===== config.mk =====
export PLATFORM = sky130hd
export DESIGN_NAME = instr_encoder
export DESIGN_NICKNAME = d
export VERILOG_FILES = /design/src/rtl/instr_encoder.sv
export SDC_FILE = /design/constraint.sdc
export NUM_CORES = 1
export LEC_CHECK = 0
export ABC_AREA = 1
export CORE_ASPECT_RATIO = 0.7
export CORE_UTILIZATION = 40
export CTS_BUF_LIST = sky130_fd_sc_hd__clkbuf_8
export DETAILED_ROUTE_END_ITERATION = 6
export PLACE_DENSITY = 0.66
export REMOVE_ABC_BUFFERS = 1
export SLEW_MARGIN = 10
export SYNTH_ARGS = -nofsm -noshare
export SYNTH_HDL_FRONTEND = slang
export SYNTH_SLANG_ARGS = --single-unit

===== constraint.sdc =====
create_clock -name clk -period 2.6 [get_ports clk]
set_input_delay 0.39 -clock clk [delete_from_list [all_inputs] [get_ports clk]]
set_output_delay 0.39 -clock clk [all_outputs]
set_load 0.1 [all_outputs]

===== src/rtl/instr_encoder.sv =====
// ============================================================================
// Module      : instr_encoder
// Description : RV32I instruction encoder. Accepts decoded field bundles,
//               packs them into 32-bit instruction words, tags each word
//               with its IMEM byte address and buffers {instr, addr} in a
//               2-entry output FIFO. Tracks sticky opcode/range errors.
//               Optional immediate range checking: ENC_RANGE_CHECK_EN.
// Revision    : 1.0 - initial release
// ============================================================================
`default_nettype none
`timescale 1ns/1ps

module instr_encoder (
    input  logic        clk,
    input  logic        rst_n,
    input  logic        in_valid,
    output logic        in_ready,
    input  logic [6:0]  in_opcode,
    input  logic [2:0]  in_func3,
    input  logic [6:0]  in_func7,
    input  logic [4:0]  in_rd,
    input  logic [4:0]  in_rs1,
    input  logic [4:0]  in_rs2,
    input  logic [31:0] in_imm,
    input  logic        load_start,
    input  logic [31:0] load_base,
    output logic        out_valid,
    input  logic        out_ready,
    output logic [31:0] out_instr,
    output logic [31:0] out_addr,
    output logic        err_opcode,
    output logic        err_range,
    output logic [31:0] err_addr,
    input  logic        err_clr
);

    localparam logic [6:0]  c_op_r      = 7'b0110011;
    localparam logic [6:0]  c_op_imm    = 7'b0010011;
    localparam logic [6:0]  c_op_load   = 7'b0000011;
    localparam logic [6:0]  c_op_jalr   = 7'b1100111;
    localparam logic [6:0]  c_op_store  = 7'b0100011;
    localparam logic [6:0]  c_op_branch = 7'b1100011;
    localparam logic [6:0]  c_op_jal    = 7'b1101111;
    localparam logic [6:0]  c_op_lui    = 7'b0110111;
    localparam logic [6:0]  c_op_auipc  = 7'b0010111;
    localparam logic [31:0] c_nop       = 32'h0000_0013;

    logic [31:0] head_instr_q, head_instr_d;
    logic [31:0] head_addr_q,  head_addr_d;
    logic [31:0] tail_instr_q, tail_instr_d;
    logic [31:0] tail_addr_q,  tail_addr_d;
    logic [1:0]  count_q,      count_d;
    logic [31:0] cnt_q,        cnt_d;
    logic        err_opcode_q, err_opcode_d;
    logic        err_range_q,  err_range_d;
    logic [31:0] err_addr_q,   err_addr_d;

    logic [31:0] w_enc_word;
    logic        w_opc_bad;
    logic        w_rng_bad;
    logic        w_is_shift;
    logic        w_push;
    logic        w_pop;
    logic [1:0]  w_wr_slot;
    logic [31:0] w_acc_addr;
    logic        w_new_opc;
    logic        w_new_rng;

    assign w_is_shift = (in_func3 == 3'b001) || (in_func3 == 3'b101);

    // Pack the field bundle into an instruction word by format.
    always_comb begin
        w_enc_word = c_nop;
        w_opc_bad  = 1'b0;
        case (in_opcode)
            c_op_r:
                w_enc_word = {in_func7, in_rs2, in_rs1, in_func3, in_rd, in_opcode};
            c_op_imm: begin
                if (w_is_shift)
                    w_enc_word = {in_func7, in_imm[4:0], in_rs1, in_func3, in_rd, in_opcode};
                else
                    w_enc_word = {in_imm[11:0], in_rs1, in_func3, in_rd, in_opcode};
            end
            c_op_load, c_op_jalr:
                w_enc_word = {in_imm[11:0], in_rs1, in_func3, in_rd, in_opcode};
            c_op_store:
                w_enc_word = {in_imm[11:5], in_rs2, in_rs1, in_func3, in_imm[4:0], in_opcode};
            c_op_branch:
                w_enc_word = {in_imm[12], in_imm[10:5], in_rs2, in_rs1, in_func3,
                              in_imm[4:1], in_imm[11], in_opcode};
            c_op_jal:
                w_enc_word = {in_imm[20], in_imm[10:1], in_imm[11], in_imm[19:12],
                              in_rd, in_opcode};
            c_op_lui, c_op_auipc:
                w_enc_word = {in_imm[31:12], in_rd, in_opcode};
            default:
                w_opc_bad = 1'b1;
        endcase
    end

`ifdef ENC_RANGE_CHECK_EN
    // Flag immediates whose dropped bits would change the encoded value.
    always_comb begin
        w_rng_bad = 1'b0;
        case (in_opcode)
            c_op_imm: begin
                if (w_is_shift)
                    w_rng_bad = |in_imm[31:5];
                else
                    w_rng_bad = !((&in_imm[31:11]) || !(|in_imm[31:11]));
            end
            c_op_load, c_op_jalr, c_op_store:
                w_rng_bad = !((&in_imm[31:11]) || !(|in_imm[31:11]));
            c_op_branch:
                w_rng_bad = in_imm[0] || !((&in_imm[31:12]) || !(|in_imm[31:12]));
            c_op_jal:
                w_rng_bad = in_imm[0] || !((&in_imm[31:20]) || !(|in_imm[31:20]));
            c_op_lui, c_op_auipc:
                w_rng_bad = |in_imm[11:0];
            default:
                w_rng_bad = 1'b0;
        endcase
    end
`else
    assign w_rng_bad = 1'b0;
`endif

    assign in_ready  = (count_q < 2'd2);
    assign w_push    = in_valid && in_ready;
    assign w_pop     = out_valid && out_ready;
    // Slot the incoming word lands in once any simultaneous pop has shifted.
    assign w_wr_slot = count_q - {1'b0, w_pop};
    // A load coinciding with an accept hands load_base to that bundle.
    assign w_acc_addr = load_start ? load_base : cnt_q;
    assign w_new_opc  = w_push && w_opc_bad;
    assign w_new_rng  = w_push && w_rng_bad;

    // Next-state for FIFO, address counter and sticky error tracking.
    always_comb begin
        head_instr_d = head_instr_q;
        head_addr_d  = head_addr_q;
        tail_instr_d = tail_instr_q;
        tail_addr_d  = tail_addr_q;
        count_d      = count_q + {1'b0, w_push} - {1'b0, w_pop};
        cnt_d        = cnt_q;
        err_opcode_d = err_opcode_q;
        err_range_d  = err_range_q;
        err_addr_d   = err_addr_q;

        if (w_pop) begin
            head_instr_d = tail_instr_q;
            head_addr_d  = tail_addr_q;
        end
        if (w_push) begin
            if (w_wr_slot == 2'd0) begin
                head_instr_d = w_enc_word;
                head_addr_d  = w_acc_addr;
            end else begin
                tail_instr_d = w_enc_word;
                tail_addr_d  = w_acc_addr;
            end
            cnt_d = w_acc_addr + 32'd4;
        end else if (load_start) begin
            cnt_d = load_base;
        end

        // Capture is decided against the pre-clear flags; a clear in the
        // same cycle as a new error re-arms the capture.
        if ((w_new_opc || w_new_rng) &&
            (err_clr || (!err_opcode_q && !err_range_q)))
            err_addr_d = w_acc_addr;
        if (err_clr) begin
            err_opcode_d = 1'b0;
            err_range_d  = 1'b0;
        end
        if (w_new_opc)
            err_opcode_d = 1'b1;
        if (w_new_rng)
            err_range_d = 1'b1;
    end

    // State registers with asynchronous active-low reset.
    always_ff @(posedge clk or negedge rst_n) begin
        if (!rst_n) begin
            head_instr_q <= 32'd0;
            head_addr_q  <= 32'd0;
            tail_instr_q <= 32'd0;
            tail_addr_q  <= 32'd0;
            count_q      <= 2'd0;
            cnt_q        <= 32'd0;
            err_opcode_q <= 1'b0;
            err_range_q  <= 1'b0;
            err_addr_q   <= 32'd0;
        end else begin
            head_instr_q <= head_instr_d;
            head_addr_q  <= head_addr_d;
            tail_instr_q <= tail_instr_d;
            tail_addr_q  <= tail_addr_d;
            count_q      <= count_d;
            cnt_q        <= cnt_d;
            err_opcode_q <= err_opcode_d;
            err_range_q  <= err_range_d;
            err_addr_q   <= err_addr_d;
        end
    end

    assign out_valid  = (count_q != 2'd0);
    assign out_instr  = head_instr_q;
    assign out_addr   = head_addr_q;
    assign err_opcode = err_opcode_q;
    assign err_range  = err_range_q;
    assign err_addr   = err_addr_q;

endmodule

`default_nettype wire


==> results.md <==
- Starting Density: 0.413
- Max-cap violations: 0
- Maximum vdd drop: about 1100 µV
- FP Rows: 47
- Worst setup path class: input pin to flip-flop
- Postcts setup bufs: 0
- Cell variety after synth: 43
- Worst path arrival time: between 2 and 3 ns
- Chip Height: between 100 and 150 µm
- Synth Cell Area: slightly below 10000 µm²
- Yosys top cell area share: 0.492
- Fin util: 0.534
- Clock insertion delay at the later pin of the skew report: roughly 0.47 ns
- Initial drt markers: 586
- Flops & latches, synth: approximately 200
- Count leader, synth: nand2_1
- Mean area per synthesized cell: just under 8 µm²
- Worst hold path class: flip-flop to flip-flop
- Final setup vio count: 0
- P&R area growth vs syn: 29.3%
- Num Clock Sinks: ~200
- ANT nets after route: 0
- Residual DRC count: 0
- Die Area: roughly 25000 µm²
- Final Hold Viols: 0
- H-Tree Depth: 4
- RSZ-0062 raised after global routing: false
- Vias in the first global route: ~8700
- Cell Int Power: about 7.4 mW
- Die X-Extent: 190 µm
- Detailed placement HPWL: between 20 and 25 mm
- Worst-path maximum fanout: 32
- GP Congestion: ~0.9
- Slew HR: 0.481
- Synth top area cells: dfrtp_1 (49%), nand2_1 (19%), o21ai_0 (4.2%)
- Synth warn: 0
- Async S/R FF share, synth: 1.00
- Tot GR Track Use: 0.245
- Synth cell count leaders: nand2_1 (489), dfrtp_1 (195), o21ai_0 (83), nor2_1 (75), inv_1 (70)
- DP Area: between 10000 and 15000 µm²
- Post-layout minimum cycle time: 2.38 ns
- TritonRoute pass-1 iters: 4
- Final slew viol count: 0
- Vias per inst: ~5
- Switching pwr: 9.09 mW
- Reg-to-reg critical path startpoint: count_q[1]
- Clk_skew: about 0.017 ns
- Post-Route WL: roughly 30 mm
- Initial antenna violation count: 0
- I/O pins: between 200 and 250
- Layout cells sized above 1: 0.189
- Comb pwr share: 0.570
- Main synth FF type: dfrtp_1
- Post-synth top area cell: dfrtp_1
- CTS tree: yes
- First-pass GRT wire length: about 48 mm
- Clock Path Buffers: 2
- Maximum clock rate: approximately 420 MHz
- Worst EP required: about 3 ns
- Reg power frac: 0.286
- # diodes: 0
- Min-delay src: tail_instr_q[1]
- Num CTS Buffers: 17
- Switching share of power: 0.552
- Leakage: 6.46 nW
- Sequential share of the synthesized area: 0.492
- Post-CTS sizing: 0
- GR Overflow Total: 0
- Number of synthesized flops with an enable pin: 0
- Status: finished clean
- Final nets: 1595
- DR WL/cell: 16.5 µm
- Cells after Synth: between 1000 and 1500
- Largest net degree at the start of global routing: between 70 and 80
- Core box area: 24000 µm²
- Worst Max-Slew Pin Slew: 0.777 ns
- Post-route cell area: ~13000 µm²
- Critical Path Source: in_opcode[4]
- CP Launch Type: input pin
- Crit share post-route: 0.916
- Power density cells: about 1300 nW/µm²
- IO buf count: 200
- CP endpoint kind: flip-flop
- CTS clk-pin slew, worst paths: 0.10 ns
- Clk network pwr share: 0.145
- Root buffer cell: clkbuf_8
- Via Count: just over 9000
-- worst max-delay path, stage by stage --
cell and delay (ns):
clkdlybuf4s50_1 0.50, inv_2 0.05, nand2_1 0.09, nor2_2 0.08
nand2_4 0.07, nand2_2 0.07, nor3_4 0.66, nand3_4 0.54
nand2_1 0.19, nand2_1 0.07
-- registers in the layout (all words and copies together) (netlist names) --
| register | cells |
|---|---|
| tail_instr_q | 32 |
| cnt_q | 32 |
| out_instr | 32 |
| count_q | 2 |
| tail_addr_q | 32 |
| out_addr | 32 |
| err_addr | 32 |
| err_opcode | 1 |
-- path summary, 6_finish.rpt --
kind / slack (ns) / to / cells after the start
min in group asynchronous: 0.48 / out_instr[1] / 2
min: 0.46 / tail_instr_q[1] / 2
max reg2reg: 0.70 / cnt_q[28] / 10
min reg2reg: 0.46 / tail_instr_q[1] / 2
max: 0.22 / err_addr[26] / 10
max in group asynchronous: 1.38 / tail_addr_q[13] / 3
-- power groups by stage --
stage / combinational (mW) / clock (mW) / sequential, mW
floorplan: 2.05 / 0 / 9.57
global placement: 9.34 / 0 / 4.73
detailed placement: 9.41 / 0 / 4.74
CTS: 9.42 / 2.43 / 4.70
global route: 9.88 / 2.56 / 4.83
finish: 9.38 / 2.38 / 4.70
-- area by class of cell --
type / instances / area [µm²]
well taps: 318 / 398
repair buffers: 269 / 2350
fillers: 2337 / 11200
clock inverters: 11 / 195
clock buffers: 21 / 289
inverters: 80 / 303
multi-input cells: 927 / 4400
flip-flops and latches: 195 / 4880
-- stage by stage --
step	setup WS, ns	hold WS, ns	power, mW	instances	TNS [ns]
global route	0.0887	0.489	17.3	1821	0
global placement	-0.127	0.436	14.1	1788	-3.75
finish	0.219	0.464	16.5	1821	0
detailed placement	-0.271	0.440	14.1	1788	-7.74
floorplan	-2.21	0.0944	11.6	1202	-178.98
CTS	0.256	0.464	16.6	1821	0
-- layout by cell type, fill, tap and decap left out, drive strengths merged --
cell | netlist | final
dlygate4sd3 | 0 | 1
or2 | 18 | 18
ha | 3 | 3
clkinv | 0 | 4
nand3 | 56 | 56
dfrtp | 195 | 195
nor3 | 9 | 9
conb | 1 | 1
bufinv | 0 | 5
nor4 | 1 | 1
and3 | 1 | 1
o32ai | 1 | 1
o22ai | 20 | 20
inv | 80 | 82
a31oi | 13 | 13
nand2 | 509 | 509
clkdlybuf4s50 | 0 | 100
o21a | 1 | 1
nor2 | 91 | 91
a21oi | 23 | 23
xnor2 | 1 | 1
xor2 | 16 | 16
and2 | 1 | 1
nand4 | 48 | 48
o211ai | 16 | 16
o21ai | 98 | 98
clkbuf | 40 | 22
buf | 25 | 167
-- cell families (layout without fill, tap and decap cells) --
family,count (synthesis),after routing,share of synthesized area
buffers and inverters,145,381,0.0657
flip-flops,195,195,0.492
adder cells (fa/ha/maj),3,3,0.00379
XOR/XNOR,17,17,0.0150
AO/OA/AOI/OAI,172,172,0.0987
other,1,1,0.000378
AND/OR/NAND/NOR,734,734,0.324
-- metal layers --
metal,vias to the layer above,GRT usage,part of all wire
li1,4548,-,-
met1,4344,0.386,0.51
met2,261,0.346,0.41
met3,15,0.0474,0.064
met4,0,0.0462,0.0087
met5,-,0,0
-- timing repair --
item / in CTS / in global routing
setup endpoints to repair: 0 / 0
endpoints found under the hold margin: 69 / 0
hold buffers: 1 / 0
Note: power is estimated with default switching activity, not from simulation.
